### config.mk
export PLATFORM = sky130hd
export DESIGN_NAME = weight_seq_ctrl
export DESIGN_NICKNAME = d
export VERILOG_FILES = /design/src/rtl/weight_seq_ctrl.sv
export SDC_FILE = /design/constraint.sdc
export NUM_CORES = 1
export LEC_CHECK = 0
export CORE_MARGIN = 5
export CORE_UTILIZATION = 38
export CTS_CLUSTER_DIAMETER = 100
export DETAILED_ROUTE_END_ITERATION = 7
export GPL_TIMING_DRIVEN = 0
export PLACE_DENSITY = 0.76
export SLEW_MARGIN = 20
export SYNTH_ARGS = -nofsm -noshare
export SYNTH_HDL_FRONTEND = slang
export SYNTH_SLANG_ARGS = --single-unit
### constraint.sdc
create_clock -name clk -period 2.8 [get_ports clk]
set_input_delay 0.56 -clock clk [delete_from_list [all_inputs] [get_ports clk]]
set_output_delay 0.56 -clock clk [all_outputs]
set_load 0.01 [all_outputs]
### src/rtl/weight_seq_ctrl.sv
// Per-layer sequencer for weight_manager: streams a layer's weights in write mode,
// then replays them as one continuous group read tagged with (ci, co) indices.
`timescale 1ns/1ps
module weight_seq_ctrl #(
   parameter int MAX_GROUPS = 512,
   parameter int WC_TIMEOUT = 1024,
   parameter int DATA_W     = 72
) (
   input  logic              clk,
   input  logic              rst,
   input  logic              cfg_valid,
   output logic              cfg_ready,
   input  logic [11:0]       cfg_cin,
   input  logic [11:0]       cfg_cout,
   input  logic              abort,
   input  logic              s_valid,
   output logic              s_ready,
   input  logic [DATA_W-1:0] s_data,
   output logic              wm_write_mode,
   output logic              wm_data_valid,
   output logic [DATA_W-1:0] wm_data_in,
   input  logic              wm_write_complete,
   output logic [9:0]        wm_cfg_ci_groups,
   output logic [9:0]        wm_cfg_co_groups,
   output logic              wm_read_en,
   input  logic              wm_data_ready,
   input  logic              wm_read_complete,
   input  logic              compute_start,
   output logic              grp_valid,
   output logic [9:0]        grp_ci_idx,
   output logic [9:0]        grp_co_idx,
   output logic              grp_last_ci,
   output logic              grp_last,
   output logic              loaded,
   output logic              busy,
   output logic              layer_done,
   output logic              error
);

   localparam int TW = $clog2(WC_TIMEOUT + 1);

   typedef enum logic [2:0] {
      S_IDLE, S_LOAD, S_WAIT_WC, S_ARMED, S_READ, S_WAIT_RC, S_DONE
   } state_t;

   state_t              state_q;
   logic [9:0]          ci_groups_q, co_groups_q;
   logic [16:0]         total_words_q, wcnt_q;
   logic [TW-1:0]       tcnt_q;
   logic [9:0]          ci_cnt_q, co_cnt_q;
   logic                wr_mode_q, rd_en_q, err_q;
   logic                vld_p1;
   logic [DATA_W-1:0]   data_p1;

   logic [8:0]  cig, cog;
   logic [17:0] grp_prod;
   logic        accept, last_ci, last_co, timeout, in_read;

   function automatic logic cfg_legal(input logic [11:0] cin, input logic [11:0] cout,
                                      input logic [17:0] groups);
      return (cin != 12'd0) && (cin[2:0] == 3'd0) &&
             (cout != 12'd0) && (cout[2:0] == 3'd0) &&
             (groups <= 18'(MAX_GROUPS));
   endfunction

   assign cig      = cfg_cin[11:3];
   assign cog      = cfg_cout[11:3];
   assign grp_prod = {9'd0, cig} * {9'd0, cog};

   assign in_read  = (state_q == S_READ);
   assign s_ready  = (state_q == S_LOAD) && (wcnt_q < total_words_q);
   assign accept   = s_valid && s_ready;
   assign last_ci  = (ci_cnt_q == ci_groups_q - 10'd1);
   assign last_co  = (co_cnt_q == co_groups_q - 10'd1);
   assign timeout  = (tcnt_q == TW'(WC_TIMEOUT - 1));

   assign cfg_ready        = (state_q == S_IDLE);
   assign loaded           = (state_q == S_ARMED);
   assign busy             = (state_q != S_IDLE);
   assign layer_done       = (state_q == S_DONE);
   assign error            = err_q;
   assign wm_write_mode    = wr_mode_q;
   assign wm_read_en       = rd_en_q;
   assign wm_data_valid    = vld_p1;
   assign wm_data_in       = data_p1;
   assign wm_cfg_ci_groups = ci_groups_q;
   assign wm_cfg_co_groups = co_groups_q;
   assign grp_valid        = in_read && wm_data_ready;
   assign grp_ci_idx       = ci_cnt_q;
   assign grp_co_idx       = co_cnt_q;
   assign grp_last_ci      = grp_valid && last_ci;
   assign grp_last         = grp_valid && last_ci && last_co;

   always_ff @(posedge clk or negedge rst) begin
      if (!rst) begin
         state_q       <= S_IDLE;
         ci_groups_q   <= '0;
         co_groups_q   <= '0;
         total_words_q <= '0;
         wcnt_q        <= '0;
         tcnt_q        <= '0;
         ci_cnt_q      <= '0;
         co_cnt_q      <= '0;
         wr_mode_q     <= 1'b0;
         rd_en_q       <= 1'b0;
         err_q         <= 1'b0;
         vld_p1        <= 1'b0;
         data_p1       <= '0;
      end else begin
         err_q  <= 1'b0;
         vld_p1 <= 1'b0;
         if (abort) begin
            state_q   <= S_IDLE;
            wr_mode_q <= 1'b0;
            rd_en_q   <= 1'b0;
            wcnt_q    <= '0;
            tcnt_q    <= '0;
            ci_cnt_q  <= '0;
            co_cnt_q  <= '0;
         end else begin
            case (state_q)
               S_IDLE: if (cfg_valid) begin
                  if (cfg_legal(cfg_cin, cfg_cout, grp_prod)) begin
                     ci_groups_q   <= {1'b0, cig};
                     co_groups_q   <= {1'b0, cog};
                     // groups*64 == cin*cout once both are multiples of 8
                     total_words_q <= {grp_prod[10:0], 6'd0};
                     wcnt_q        <= '0;
                     wr_mode_q     <= 1'b1;
                     state_q       <= S_LOAD;
                  end else begin
                     err_q <= 1'b1;
                  end
               end
               // stage p0 -> p1: accepted DMA word becomes next cycle's write beat
               S_LOAD: if (accept) begin
                  data_p1 <= s_data;
                  vld_p1  <= 1'b1;
                  wcnt_q  <= wcnt_q + 17'd1;
                  if (wcnt_q + 17'd1 == total_words_q) begin
                     tcnt_q  <= '0;
                     state_q <= S_WAIT_WC;
                  end
               end
               S_WAIT_WC: begin
                  if (wm_write_complete) begin
                     state_q <= S_ARMED;
                  end else if (timeout) begin
                     err_q     <= 1'b1;
                     wr_mode_q <= 1'b0;
                     state_q   <= S_IDLE;
                  end else begin
                     tcnt_q <= tcnt_q + TW'(1);
                  end
               end
               S_ARMED: begin
                  wr_mode_q <= 1'b0;
                  ci_cnt_q  <= '0;
                  co_cnt_q  <= '0;
                  if (compute_start) begin
                     rd_en_q <= 1'b1;
                     state_q <= S_READ;
                  end
               end
               S_READ: if (wm_data_ready) begin
                  if (last_ci && last_co) begin
                     rd_en_q  <= 1'b0;
                     ci_cnt_q <= '0;
                     co_cnt_q <= '0;
                     tcnt_q   <= '0;
                     state_q  <= wm_read_complete ? S_DONE : S_WAIT_RC;
                  end else if (last_ci) begin
                     ci_cnt_q <= '0;
                     co_cnt_q <= co_cnt_q + 10'd1;
                  end else begin
                     ci_cnt_q <= ci_cnt_q + 10'd1;
                  end
               end
               S_WAIT_RC: begin
                  if (wm_read_complete) begin
                     state_q <= S_DONE;
                  end else if (timeout) begin
                     err_q   <= 1'b1;
                     state_q <= S_IDLE;
                  end else begin
                     tcnt_q <= tcnt_q + TW'(1);
                  end
               end
               S_DONE:  state_q <= S_IDLE;
               default: state_q <= S_IDLE;
            endcase
         end
      end
   end

endmodule
Yosys cells after proc, flatten, opt, wreduce, memory -nomap -nowiden
Index checks and enable logic that the tools add are counted.

operators by class
  $add $sub $neg = 6
  $mul = 1
  $lt $le $gt $ge = 2
  equality and inequality tests = 21
  multiplexer cells = 58
  bitwise logic cells = 1
  reductions and logical operators = 29

operator list
  operator               number
  $mux 11                8
  $mux 10                8
  $mux 17                4
  $pmux 11 s4            1
  $pmux 10 s2            2
  $pmux 17 s2            1
  $mux 3                 11
  $reduce_bool 12->1     2
  $add 10x1->10 const B  2
  $eq 10x10->1           2
  $sub 9x1->10 const B   2
  $le 18x10->1 const B   1
  $mul 9x9->18           1
  $mux 1                 18
  $ne 3x3->1 const B     6
  $pmux 3 s6             1
  $add 17x1->17 const B  1
  $eq 17x17->1           1
  $lt 17x17->1           1
  $reduce_and 7->1       2
  $reduce_and 4->1       3
  $add 11x1->11 const B  1
  $eq 11x10->1 const B   1
  $logic_and 1x1->1      10
  other kinds (17)       28

storage, ports and cells
  flip-flop bits (word level) = 156
  bits of input ports = 105
  output and inout port bits = 124
  word-level logic and storage cells = 131

Longest topological paths before layout
  depth after elaboration = 9
  mapped depth = 23
  gate-level depth less buffers = 19

Worst setup path before layout
Ideal clock, no wire load.

  path type = input to register
  from = in cfg_cin[6]
  to = reg ci_groups_q[4], in the netlist wm_cfg_ci_groups[4]
  library setup time = 125 ps
  arrival = 5789 ps
  required time = 2675 ps
  slack = -3114 ps
  stages = 20
  path buffers = 2
  cell sequence = clkbuf_1 and2_1 fa_1 inv_1 fa_1 inv_1 fa_1 inv_1 fa_1 inv_1 ha_1 a21o_1 a22oi_1 o2111ai_1 or4_1 and4bb_1 o2111ai_2 nor2_2 buf_2 mux2_2

on the way
  longest elaborated chain between the ends = 6
  elaborated cells between the ends (all ways) = 8
  those cells by class = mul: 1; order compare: 1; reduce/logical: 6

ends and longest elaborated chain
  what                                                  line  text
  start: declaration                                    13    input logic [11:0] cfg_cin,
  branches (longest 4 deep; another with $mul 9x9->18)  n/a
  $logic_and 1x1->1 *                                   62    (cout != 12'd0) && (cout[2:0] == 3'd0) &&
  $reduce_and 4->1 (no line) *                          n/a
  end signal: assignment                                124   ci_groups_q <= {1'b0, cig};
  end: declaration                                      47    logic [9:0] ci_groups_q, co_groups_q;

Every way passes the cells marked *.
A chain may end at the register's enable or synchronous reset.

Worst setup path in the final report
  from = in cfg_cout[11]
  to = reg co_groups_q[0], in the netlist wm_cfg_co_groups[0]

on the way
  longest elaborated chain between the ends = 5
  elaborated cells between the ends (all ways) = 7
  those cells by class = mul: 1; order compare: 1; reduce/logical: 5

ends and longest elaborated chain
  what                                                  line  text
  start: declaration                                    14    input logic [11:0] cfg_cout,
  branches (longest 3 deep; another with $mul 9x9->18)  n/a
  $logic_and 1x1->1 *                                   62
  $reduce_and 4->1 (no line) *                          n/a
  end signal: assignment                                125   co_groups_q <= {1'b0, cog};
  end: declaration                                      47

Marks and branches as above.

==> out/metrics.cfg <==
[grt]
antenna_found_initial=0
grt_overflow_total=0
grt_usage_pct=22.3
grt_pass1_vias=11093
grt_start_max_net_pins=91
grt_pass1_wl_mm=59.3

[logic_synthesis]
synth_warnings=0
async_flop_share_pct=100
synthAdderAreaFrac_pct=15.3
avgSynthCellArea_um2=8.50
synthXorXnorAreaFrac_pct=4.08
synth-simple-area-share_pct=24.6
synth_compound_area_share_pct=12.6
netlist_area_um2=11000
synth_top_family_by_area=simple AND/OR/NAND/NOR gates
synth_seq_cells=156
synthDistinctLibCells=68
synthMuxAreaShare_pct=1.70
synth_ff_type=dfrtp_1
seq_area_frac_synth_pct=35.6
synth_edf_count=0
syn_inst=1288

[pwr]
p_per_area_nw_per_um2=631
leakage_nw=7.72
pwr-share-clk_pct=22.4
swShare_pct=39.4
ir_worst_vdd_mv=0.518
combPwrFrac_pct=50.9
switching_power_mw=4.17
internal_power_mw=6.42
p_total_mw=10.6
seq_power_share_pct=26.6

[detailed_routing]
vias=11289
drc=0
wl_per_cell_um=18.8
drtIter0Drc=1043
first_pass_iters=5
viasPerCell=5.49
antenna_left=0
wl_mm=38.7

[floorplan]
die_w_um=180
dieArea_um2=32300
die_h_um=180
rows=62
core_um2=28500
initial_utilization_pct=38.4
io_pins=229

[run]
maxCapViolations=0

[cts]
clk_latency_ns=0.44
cts_tree=done
cts_sinks=156
ctsHoldBuffers=0
htreeDepth=4
cts_buffers=17
cts-root-buf=clkbuf_16
clk_pin_slew_ns=0.08
clk_path_buf_depth=2

[critical_path]
crit_fanout=9
r2r-end=grp_co_idx[2]$_DFFE_PN0P_
crit_arrival_ns=5.96
crit_required_ns=3.15
endpoint_kind=flop
crit_family=adder cells
reg2reg_depth=16
startpoint_type=input port
path_cells=clkbuf_2 -> buf_8 -> buf_4 -> and2_1 -> fa_1 -> inv_1 -> fa_1 -> inv_1 -> fa_1 -> ha_1 -> ha_4 -> nand3_2 -> a311o_1 -> or4_4 -> and4bb_2 -> o2111ai_4 -> buf_12 -> nor2_4 -> buf_8 -> buf_8 -> buf_12 -> nand2_2 -> o21ai_1
rr_startpoint=wm_cfg_ci_groups[0]$_DFFE_PN0P_
crit_slowest_cell=fa_1
crit_type=input port to flop
cp.buffers_inverters=9
cpPeakStageDelay_ns=0.54
rrSetupSlack_ns=-0.20

[sta]
worst_slack_ns=-2.81
fin_crit_ns=5.61
rsz0062_at_grt=true
post-route-period-util_pct=200
fin_tns_setup_ns=-132.85
setup_violations=71
max_freq_mhz=178
hold_violations=0
maxSlewViolCount=0
slew_headroom_pct=43.6
worst_pin_slew_ns=0.841
skew_ns=0.0226

[hold_path]
hp-class=input port to async pin

[layout]
diodes=0
layout-drive-gt1-share_pct=26.2
n_fill_cell=2262
multi_input_area_um2=7390
regArea_um2=3930
layout_commonest_cell=nand2_1
final_cell_area_um2=16800
area_growth_syn_to_layout_pct=53.2
layout_common_cells=nand2_1 (287), clkdlybuf4s50_1 (201), dfrtp_1 (139)
nets=1867

[placed_design]
gp_congestion=0.911
hpwl_mm=25.2
placed_area_um2=13900
numPortBuffers=225

[outcome]
status=finished, violations left
violations=setup timing

[cells in the mapped netlist, types with 3 or more instances]
library cell  instances  area, µm²
a211oi_1              4       30.0
a21o_1               18        135
a21oi_1              34        170
a22o_1                3       26.3
a311oi_1              6       52.6
a31oi_1              12       75.1
and2_1               45        282
and3_1               20        125
and3b_1               3       26.3
and4_1                6       52.6
buf_2                 8       40.0
buf_4                 3       22.5
clkbuf_1             54        203
dfrtp_1             156       3900
fa_1                 50       1000
ha_1                 54        676
inv_1               102        383
mux2_2               13        146
mux2i_1               4       40.0
nand2_1             316       1190
nand2b_1             12       75.1
nand3_1              25        125
nand3b_1              3       22.5
nand4_1              23        144
nor2_1               52        195
nor2b_1              11       68.8
nor3_1               20        100
nor3b_1               4       30.0
nor4_1                7       43.8
o2111ai_1             3       26.3
o211ai_1              4       30.0
o21a_1                3       22.5
o21ai_0              77        385
o21bai_1              3       22.5
o31ai_1              21        158
or2_2                 5       31.3
or3_1                10       62.6
or4_1                 5       37.5
xnor2_1              32        280
xor2_1               19        166
[routing by layer]
layer / up-vias / part of all wire (%) / routed length, µm / global-route usage, %
met5: - / 0 / 0 / 0
met2: 570 / 49 / 19000 / 38.7
li1: 5077 / - / - / -
met3: 121 / 7.4 / 2850 / 4.47
met1: 5521 / 40 / 15400 / 28.0
met4: 0 / 3.7 / 1440 / 6.83
[cell families (layout without fill, tap and decap cells)]
family	Yosys count	after routing
AND/OR/NAND/NOR	576	576
AO/OA/AOI/OAI	214	214
buffers and inverters	169	551
flip-flops	156	156
adder cells (fa/ha/maj)	104	104
XOR/XNOR	51	51
multiplexers	17	17
other	1	2
[power by group through the flow]
stage / Sequential (mW) / Clock, mW / Combinational [mW]
3_5_place_dp: 2.86 / 0 / 4.15
4_1_cts: 2.81 / 2.41 / 4.88
5_1_grt: 2.85 / 2.51 / 5.86
6_report: 2.82 / 2.37 / 5.39
2_1_floorplan: 2.99 / 0 / 2.36
3_3_place_gp: 2.85 / 0 / 4.05
[sequential cells by signal, indices dropped and copies added, names as in the netlist, 3 cells and up]
signal,count
wm_data_in,72
wcnt_q,17
tcnt_q,11
total_words_q,11
grp_ci_idx,10
grp_co_idx,10
wm_cfg_ci_groups,9
wm_cfg_co_groups,9
state_q,3
[cell type report]
class	instances	share of cell area, %
Clock buffer	17	2.54
Sequential cell	156	23.4
Timing Repair Buffer	357	20.3
Multi-Input combinational cell	964	44.1
Tap cell	384	2.86
Buffer	59	3.43
Clock inverter	15	1.04
Inverter	103	2.31
[worst max-delay path by stage]
stage,start,cells past startpoint,slack (ns),end
2_1_floorplan,cfg_cin[6],21,-2.78,wcnt_q[6]$_DFFE_PN0P_
3_3_place_gp,rst,1,-5.85,wm_cfg_ci_groups[0]$_DFFE_PN0P_
3_5_place_dp,cfg_cout[6],21,-3.98,wcnt_q[15]$_DFFE_PN0P_
4_1_cts,cfg_cout[8],23,-2.87,wm_cfg_co_groups[5]$_DFFE_PN0P_
5_1_grt,cfg_cout[11],24,-2.93,wm_cfg_co_groups[0]$_DFFE_PN0P_
6_report,cfg_cout[11],23,-2.81,wm_cfg_co_groups[0]$_DFFE_PN0P_
[through the flow]
stage | utilization [%] | hold slack [ns] | std cells | setup slack, ns
CTS | 56.2 | 0.146 | 2024 | -2.87
global placement | 48.5 | 0.457 | 1898 | -5.85
finish | 58.8 | 0.125 | 2055 | -2.81
global route | 58.8 | 0.193 | 2055 | -2.93
floorplan | - | 0.264 | 1289 | -2.78
detailed placement | 48.6 | 0.461 | 1899 | -3.98
[what timing repair did]
action / CTS / global route
pin swaps: 84 / 72
gates cloned: 8 / 1
endpoints found under the setup margin: 152 / 113
setup buffers: 91 / 36
gates resized for setup: 293 / 184
No activity file was read; power rests on OpenSTA's default activity.
